## src/rtl/pwm_capture.sv

```systemverilog
// pwm_capture: measures an asynchronous PWM input in clk cycles.
// Synchronizes the input, decodes edges and reports the last complete period
// (rise to rise) and its high time, with a one-cycle valid strobe. A missing
// rise for 2^CNT_W-1 cycles raises stuck_o instead of producing a measurement.
//
// Ports:
//   clk      - clock, all state on rising edge
//   res_ni   - asynchronous active-low reset
//   pwm_i    - PWM input, asynchronous to clk
//   en_i     - capture enable (synchronous)
//   period_o - last measured period in cycles
//   high_o   - high time of that period in cycles
//   valid_o  - one-cycle strobe for new period_o/high_o
//   stuck_o  - no rising edge within the counter range (level)
//   level_o  - synchronized input level
module pwm_capture #(
  parameter int unsigned CNT_W = 9
) (
  input  logic             clk,
  input  logic             res_ni,
  input  logic             pwm_i,
  input  logic             en_i,
  output logic [CNT_W-1:0] period_o,
  output logic [CNT_W-1:0] high_o,
  output logic             valid_o,
  output logic             stuck_o,
  output logic             level_o
);

  localparam logic [CNT_W-1:0] CntMax = '1;
  localparam logic [CNT_W-1:0] CntOne = CNT_W'(1);

  typedef enum logic [2:0] {
    StIdle,
    StWaitLow,
    StWaitRise,
    StMeas,
    StStall
  } state_e;

  logic             r_pwm_m, r_pwm_s, r_pwm_d;
  logic [1:0]       r_sync_fill;
  state_e           r_state, w_state_nxt;
  logic [CNT_W-1:0] r_cnt, w_cnt_nxt;
  logic [CNT_W-1:0] r_high_lat, w_high_lat_nxt;
  logic [CNT_W-1:0] r_period, w_period_nxt;
  logic [CNT_W-1:0] r_high, w_high_nxt;
  logic             r_valid, w_valid_nxt;
  logic             r_stuck, w_stuck_nxt;

  logic w_rise, w_fall, w_sync_full;

  assign w_rise      = r_pwm_s & ~r_pwm_d;
  assign w_fall      = ~r_pwm_s & r_pwm_d;
  // The synchronizer comes out of reset holding 0; a low level on r_pwm_s is only
  // trusted once real samples have propagated through both stages, otherwise an
  // input already high at reset release would look like a genuine rise.
  assign w_sync_full = r_sync_fill[1];

  always_ff @(posedge clk or negedge res_ni) begin
    if (!res_ni) begin
      r_pwm_m     <= 1'b0;
      r_pwm_s     <= 1'b0;
      r_pwm_d     <= 1'b0;
      r_sync_fill <= 2'b00;
    end else begin
      r_pwm_m     <= pwm_i;
      r_pwm_s     <= r_pwm_m;
      r_pwm_d     <= r_pwm_s;
      r_sync_fill <= {r_sync_fill[0], 1'b1};
    end
  end

  always_ff @(posedge clk or negedge res_ni) begin
    if (!res_ni) begin
      r_state    <= StIdle;
      r_cnt      <= '0;
      r_high_lat <= '0;
      r_period   <= '0;
      r_high     <= '0;
      r_valid    <= 1'b0;
      r_stuck    <= 1'b0;
    end else begin
      r_state    <= w_state_nxt;
      r_cnt      <= w_cnt_nxt;
      r_high_lat <= w_high_lat_nxt;
      r_period   <= w_period_nxt;
      r_high     <= w_high_nxt;
      r_valid    <= w_valid_nxt;
      r_stuck    <= w_stuck_nxt;
    end
  end

  always_comb begin
    w_state_nxt    = r_state;
    w_cnt_nxt      = r_cnt;
    w_high_lat_nxt = r_high_lat;
    w_period_nxt   = r_period;
    w_high_nxt     = r_high;
    w_valid_nxt    = 1'b0;
    w_stuck_nxt    = r_stuck;

    if (!en_i) begin
      // Disable wins over any simultaneous rise: no strobe, measurements hold.
      w_state_nxt = StIdle;
      w_cnt_nxt   = '0;
      w_stuck_nxt = 1'b0;
    end else begin
      unique case (r_state)
        StIdle: begin
          w_state_nxt = StWaitLow;
          w_cnt_nxt   = '0;
          w_stuck_nxt = 1'b0;
        end
        StWaitLow: begin
          if (!r_pwm_s && w_sync_full) w_state_nxt = StWaitRise;
        end
        StWaitRise: begin
          if (w_rise) begin
            w_state_nxt = StMeas;
            w_cnt_nxt   = CntOne;
          end
        end
        StMeas: begin
          if (w_fall) w_high_lat_nxt = r_cnt;
          if (w_rise) begin
            // A rise exactly at CntMax is still a valid full-range period.
            w_period_nxt = r_cnt;
            w_high_nxt   = r_high_lat;
            w_valid_nxt  = 1'b1;
            w_cnt_nxt    = CntOne;
          end else if (r_cnt == CntMax) begin
            w_state_nxt = StStall;
            w_stuck_nxt = 1'b1;
          end else begin
            w_cnt_nxt = r_cnt + CntOne;
          end
        end
        StStall: begin
          // Period across a stall is unknown, so restart without a strobe.
          if (w_rise) begin
            w_state_nxt = StMeas;
            w_cnt_nxt   = CntOne;
            w_stuck_nxt = 1'b0;
          end
        end
        default: w_state_nxt = StIdle;
      endcase
    end
  end

  assign period_o = r_period;
  assign high_o   = r_high;
  assign valid_o  = r_valid;
  assign stuck_o  = r_stuck;
  assign level_o  = r_pwm_s;

endmodule

```

## config.mk

```make
export PLATFORM = sky130hd
export DESIGN_NAME = pwm_capture
export DESIGN_NICKNAME = d
export VERILOG_FILES = /design/src/rtl/pwm_capture.sv
export SDC_FILE = /design/constraint.sdc
export NUM_CORES = 1
export LEC_CHECK = 0
export ABC_AREA = 1
export BUFFER_PORTS_ARGS = -buffer_cell sky130_fd_sc_hd__buf_2
export CAP_MARGIN = 5
export CELL_PAD_IN_SITES_DETAIL_PLACEMENT = 0
export CELL_PAD_IN_SITES_GLOBAL_PLACEMENT = 1
export CORE_ASPECT_RATIO = 0.5
export CORE_MARGIN = 4
export CORE_UTILIZATION = 45
export DETAILED_ROUTE_END_ITERATION = 10
export HOLD_SLACK_MARGIN = 0.15
export PLACE_DENSITY_LB_ADDON = 0.1
export SYNTH_ARGS = -nofsm -noshare
export SYNTH_HDL_FRONTEND = slang
export SYNTH_SLANG_ARGS = --single-unit
export TNS_END_PERCENT = 5
```

## constraint.sdc

```tcl
create_clock -name clk -period 5.29 [get_ports clk]
set_input_delay 0.2645 -clock clk [delete_from_list [all_inputs] [get_ports clk]]
set_output_delay 0.2645 -clock clk [all_outputs]
set_load 0.01 [all_outputs]
```

# [Yosys cells after proc, flatten, opt, wreduce, memory -nomap -nowiden]
# Index checks and enable logic that the tools add are counted.
[totals] register_bits=46 inputBits=4 output_inout_bits=21 word_cells=57
[op_classes] add_sub_neg=1 eq_ne=13 muxes=19 bitwise_logic=4 n_reduce_logical=9
[ops] cell="$mux 9" n=4
[ops] cell="$pmux 9 s3" n=1
[ops] cell="$mux 3" n=5
[ops] cell="$ne 3x3->1 const B" n=4
[ops] cell="$pmux 3 s4" n=1
[ops] cell="$add 9x1->9 const B" n=1
[ops] cell="$eq 9x9->1 const B" n=1
[ops] cell="$reduce_and 3->1" n=3
[ops] cell="$reduce_and 4->1" n=2
[ops] cell="$mux 1" n=7
[ops] cell="$eq 3x2->1 const B" n=2
[ops] cell="$ne 4x1->1 const B" n=1
[ops] cell="$ne 4x2->1 const B" n=1
[ops] cell="$ne 4x4->1 const B" n=1
[ops] cell="$eq 3x1->1 const B" n=1
[ops] cell="$eq 3x3->1 const B" n=1
[ops] cell="$logic_not 3->1" n=1
[ops] cell="$ne 3x2->1 const B" n=1
[ops] cell="$pmux 1 s3" n=1
[ops] cell="$and 1x1->1" n=2
[ops] cell="$not 1->1" n=2
[ops] cell="$reduce_or 2->1" n=1
[ops] cell="$logic_and 1x1->1" n=1
[ops] cell="$logic_not 1->1" n=1

# [Depth between registers and ports, before layout]
[depth] ltp_word=5 depth_mapped=10 mapped_depth_nobuf=10

# [Worst setup path before layout]
# Ideal clock, no wire load.
[synth_timing] path_type="register to register" start="register r_cnt[1]" end="register r_cnt[0]" setup_time_ns=0.122 arrival_time_ns=1.610 required_ns=5.168 setup_slack_ns=3.558 stages_incl_launch_ff=11 n_path_buf=1 synth_period_minus_slack_ns=1.732 path_cell_list="dfrtp_1 -> ha_1 -> nand4_1 -> nor3_1 -> ha_1 -> nand2_4 -> o21ai_2 -> nor2_4 -> buf_12 -> nand2_2 -> o21ai_2"
[synth_via] elab_chain_cells=3
[synth_rtl] element="start: declaration" line_no="44" text="logic [CNT_W-1:0] r_cnt, w_cnt_nxt;"
[synth_rtl] element="start signal: assignment" line_no="85" text="r_cnt <= w_cnt_nxt;"
[synth_rtl] element="$eq 9x9->1" line_no="132" text="end else if (r_cnt == CntMax) begin"
[synth_rtl] element="$ne 4x4->1 (no source line)"
[synth_rtl] element="$reduce_and 3->1 (no source line)"
# No other way between the ends.
# A chain may end at the register's enable or synchronous reset.

# [Worst setup path after layout]
[layout_timing] start="register r_cnt[1]" end="register r_cnt[5]"
[layout_via] elab_chain_cells=5 elab_cells_between_ends=8 cone_classes="add/sub: 1; eq/ne: 2; mux: 4; reduce/logical: 1"
[layout_rtl] element="$add 9x1->9" line_no="136" text="w_cnt_nxt = r_cnt + CntOne;"
[layout_rtl] element="$mux 9" line_no="132"
[layout_rtl] element="$mux 9" line_no="126" text="if (w_rise) begin"
[layout_rtl] element="$pmux 9 s3" line_no="109" text="unique case (r_state)"
[layout_rtl] element="$mux 9" line_no="103" text="if (!en_i) begin"
# Several ways; a longest one is shown, not always the timed one. The select of a mux whose other input is x is not followed.

==> results.tsv <==
metric	value	unit
simple-gate share of the synthesized area	26.9	%
Mapped Nets	240	
final period utilization	38.1	%
I/O Buffers	24	
final worst slack	3270	ps
die span in y	57.3	µm
P_leak	1.21	nW
Cell Int Power	0.498	mW
Critical Path Fanout Max	14	
DR DRC count	0	
CTS max path bufs	2	
clk_lat worst skew	300	ps
total negative slack	0	ps
CTS tree	yes	
DRT met1 WL	2180	µm
outcome	finished clean	
largest net degree at the start of global routing	47	
Post-Route WL	4170	µm
fmax	496	MHz
dominant cell type by area after synthesis	dfrtp_1	
Nets	264	
combinational family with the most area after synthesis	simple AND/OR/NAND/NOR gates	
TritonCTS buffer count	5	
crit path time final	2020	ps
vias per inst	4.76	
WL/cell	12.8	µm
adder-cell area share of the yosys netlist	1.14	%
post-synth top area share	52.6	%
max cap viols	0	
Synth Area in Compound Gates	11.3	%
Hold WC Path Type	input pin to asynchronous set/reset pin	
post-synthesis xor/xnor area fraction	0.400	%
top sig layer	met4	
sequential power share	52.4	%
reg2reg end	r_cnt[5]	
Clock Skews	6.92	ps
peak supply drop	0.000149	V
CTS H-Tree Depth	2	
async set-reset flop share out of synthesis	100	%
Commonest cells post-synth	nand2_1 (72), dfrtp_1 (46), o21ai_2 (23)	
Cell Rows	17	
Worst Path Arrival	2210	ps
Slew @ Worst Pin	1010	ps
synth unique cells	28	
combinational share of power	18.6	%
crit end category	flop	
switching share of power	32.4	%
number of global-route vias before repair	1524	
routed length on met2	1750	µm
post-synthesis mux area share	0	%
post-CTS resize count	0	
Die ar.	6110	µm²
pre-CTS WS	3270	ps
TritonRoute pass-1 iters	4	
Worst EP required	5480	ps
Ys Warns	0	
root buf cell	clkbuf_8	
Clk pwr share	29.0	%
Mean Syn Cell Area	9.35	µm²
Placed Area	2310	µm²
worst r2r path cells	10	
hold_ws	131	ps
number of synthesized flops with an enable pin	0	
Cells after Synth	234	
Starting Density	48.0	%
Area contributors post-synth	dfrtp_1 (53%), nand2_1 (12%), o21ai_2 (9.2%), nand3_1 (3.9%), inv_1 (2.9%)	
total track usage	15.0	%
finished layout cell area	2410	µm²
Slew Viols, Final	0	
reg2reg start	r_cnt[1]	
register area share after synthesis	52.6	%
IO Count	25	
Post-DP HPWL	3020	µm
gpl congestion	0.832	
final hold vios	0	
post-route ant nets	0	
element type at the critical path start	flop	
Core Box Area	4550	µm²
PD cells	306	nW/µm²
RSZ-0062 raised after global routing	false	
R2R setup slack	3270	ps
Mapped Area	2190	µm²
Area growth syn-to-layout	10.1	%
count leader, synth	nand2_1	
layout cell share with drive strength beyond 1	29.3	%
Synth Flop Type	dfrtp_1	
gr ovfl total	0	
Slew HR	32.7	%
Sink Count	46	
vias	1548	
Die W	107	µm
final core utilization	52.9	%
critical path start-end classification	flop to flop	
initial antenna violation count	0	
Starting DRT DRC Count	80	
n_diodes	0	
first-pass GRT wire length	7280	µm
FF+latch count, synth	46	
Sw Pwr	0.238	mW
Clk pin slew, worst setup/hold paths	90	ps
count of final setup violators	0	
Met3 Wirelength	207	µm
[through the flow]
stage / power, mW / cells
global placement: 0.528 / 316
floorplan: 0.516 / 234
finish: 0.736 / 325
detailed placement: 0.532 / 316
global route: 0.783 / 325
CTS: 0.748 / 325
[worst max-delay path: stages (launching register included)]
cell and delay [ps]:
dfrtp_1 420, ha_1 270, nand4_1 140, nor3_1 70, ha_1 230, nand2_4 90
o21ai_2 70, nor2_4 350, inv_2 110, nand2_1 100, nand2_2 50
[power by group through the flow]
stage	Clock (mW)	Combinational (mW)	Sequential [mW]
5_1_grt	0.235	0.159	0.389
4_1_cts	0.223	0.140	0.386
2_1_floorplan	0	0.125	0.391
3_3_place_gp	0	0.135	0.393
3_5_place_dp	0	0.139	0.393
6_report	0.214	0.137	0.386
[metal layers]
layer / up-vias / GRT usage, %
met4: 0 / 3.28
li1: 799 / -
met3: 4 / 4.07
met5: - / 0
met2: 25 / 23.0
met1: 720 / 21.5
[cell usage in the layout (no fill, tap or decap), drive strengths merged, types with 2 or more instances in the layout]
cell type  synthesis  routed
nand4              5       5
dfrtp             46      46
nand2             80      80
nor2              13      13
nor3               2       2
inv               21      21
buf                8      24
ha                 2       2
clkbuf             0       5
nand3             22      22
o21ai             30      30
clkinv             0       2
[what timing repair did]
action | 4_1_cts | 5_1_grt
hold endpoints to repair | 1 | 0
hold buffers | 1 | 0
buffers inserted | 0 | 0
[registers in the layout, summed over array words and instances, names as in the netlist]
signal,cells
valid_o,1
period_o,9
r_state,3
level_o,1
r_pwm_m,1
r_high_lat,9
r_pwm_d,1
stuck_o,1
r_cnt,9
r_sync_fill,2
high_o,9
[cell families (layout without fill, tap and decap cells)]
kind of cell,Yosys count,in the layout
adders and majority gates,2,2
buffers and inverters,29,54
and+or+nand+nor,123,123
xor gates and xnor gates,1,1
AOI/OAI and AO/OA,32,32
other,1,1
DFF,46,46
[layout make-up]
class | instances | area (µm²)
repair buffers | 25 | 130
flip-flops and latches | 46 | 1150
inverters | 21 | 78.8
clock inverters | 3 | 21.3
multi-input cells | 159 | 875
clock buffers | 5 | 68.8
well taps | 66 | 82.6
fillers | 459 | 2140
[worst max path at each step]
stage / slack [ps] / start / cells after the start / to
after floorplan: 3560 / r_cnt[1] / 10 / r_cnt[0]
after global placement: 3300 / r_cnt[1] / 10 / r_cnt[6]
after detailed placement: 3270 / r_cnt[1] / 10 / r_cnt[7]
after CTS: 3250 / r_cnt[1] / 10 / r_cnt[7]
after global routing: 3060 / r_cnt[1] / 10 / r_cnt[2]
final: 3270 / r_cnt[1] / 10 / r_cnt[5]
(Power assumes the default switching activity.)
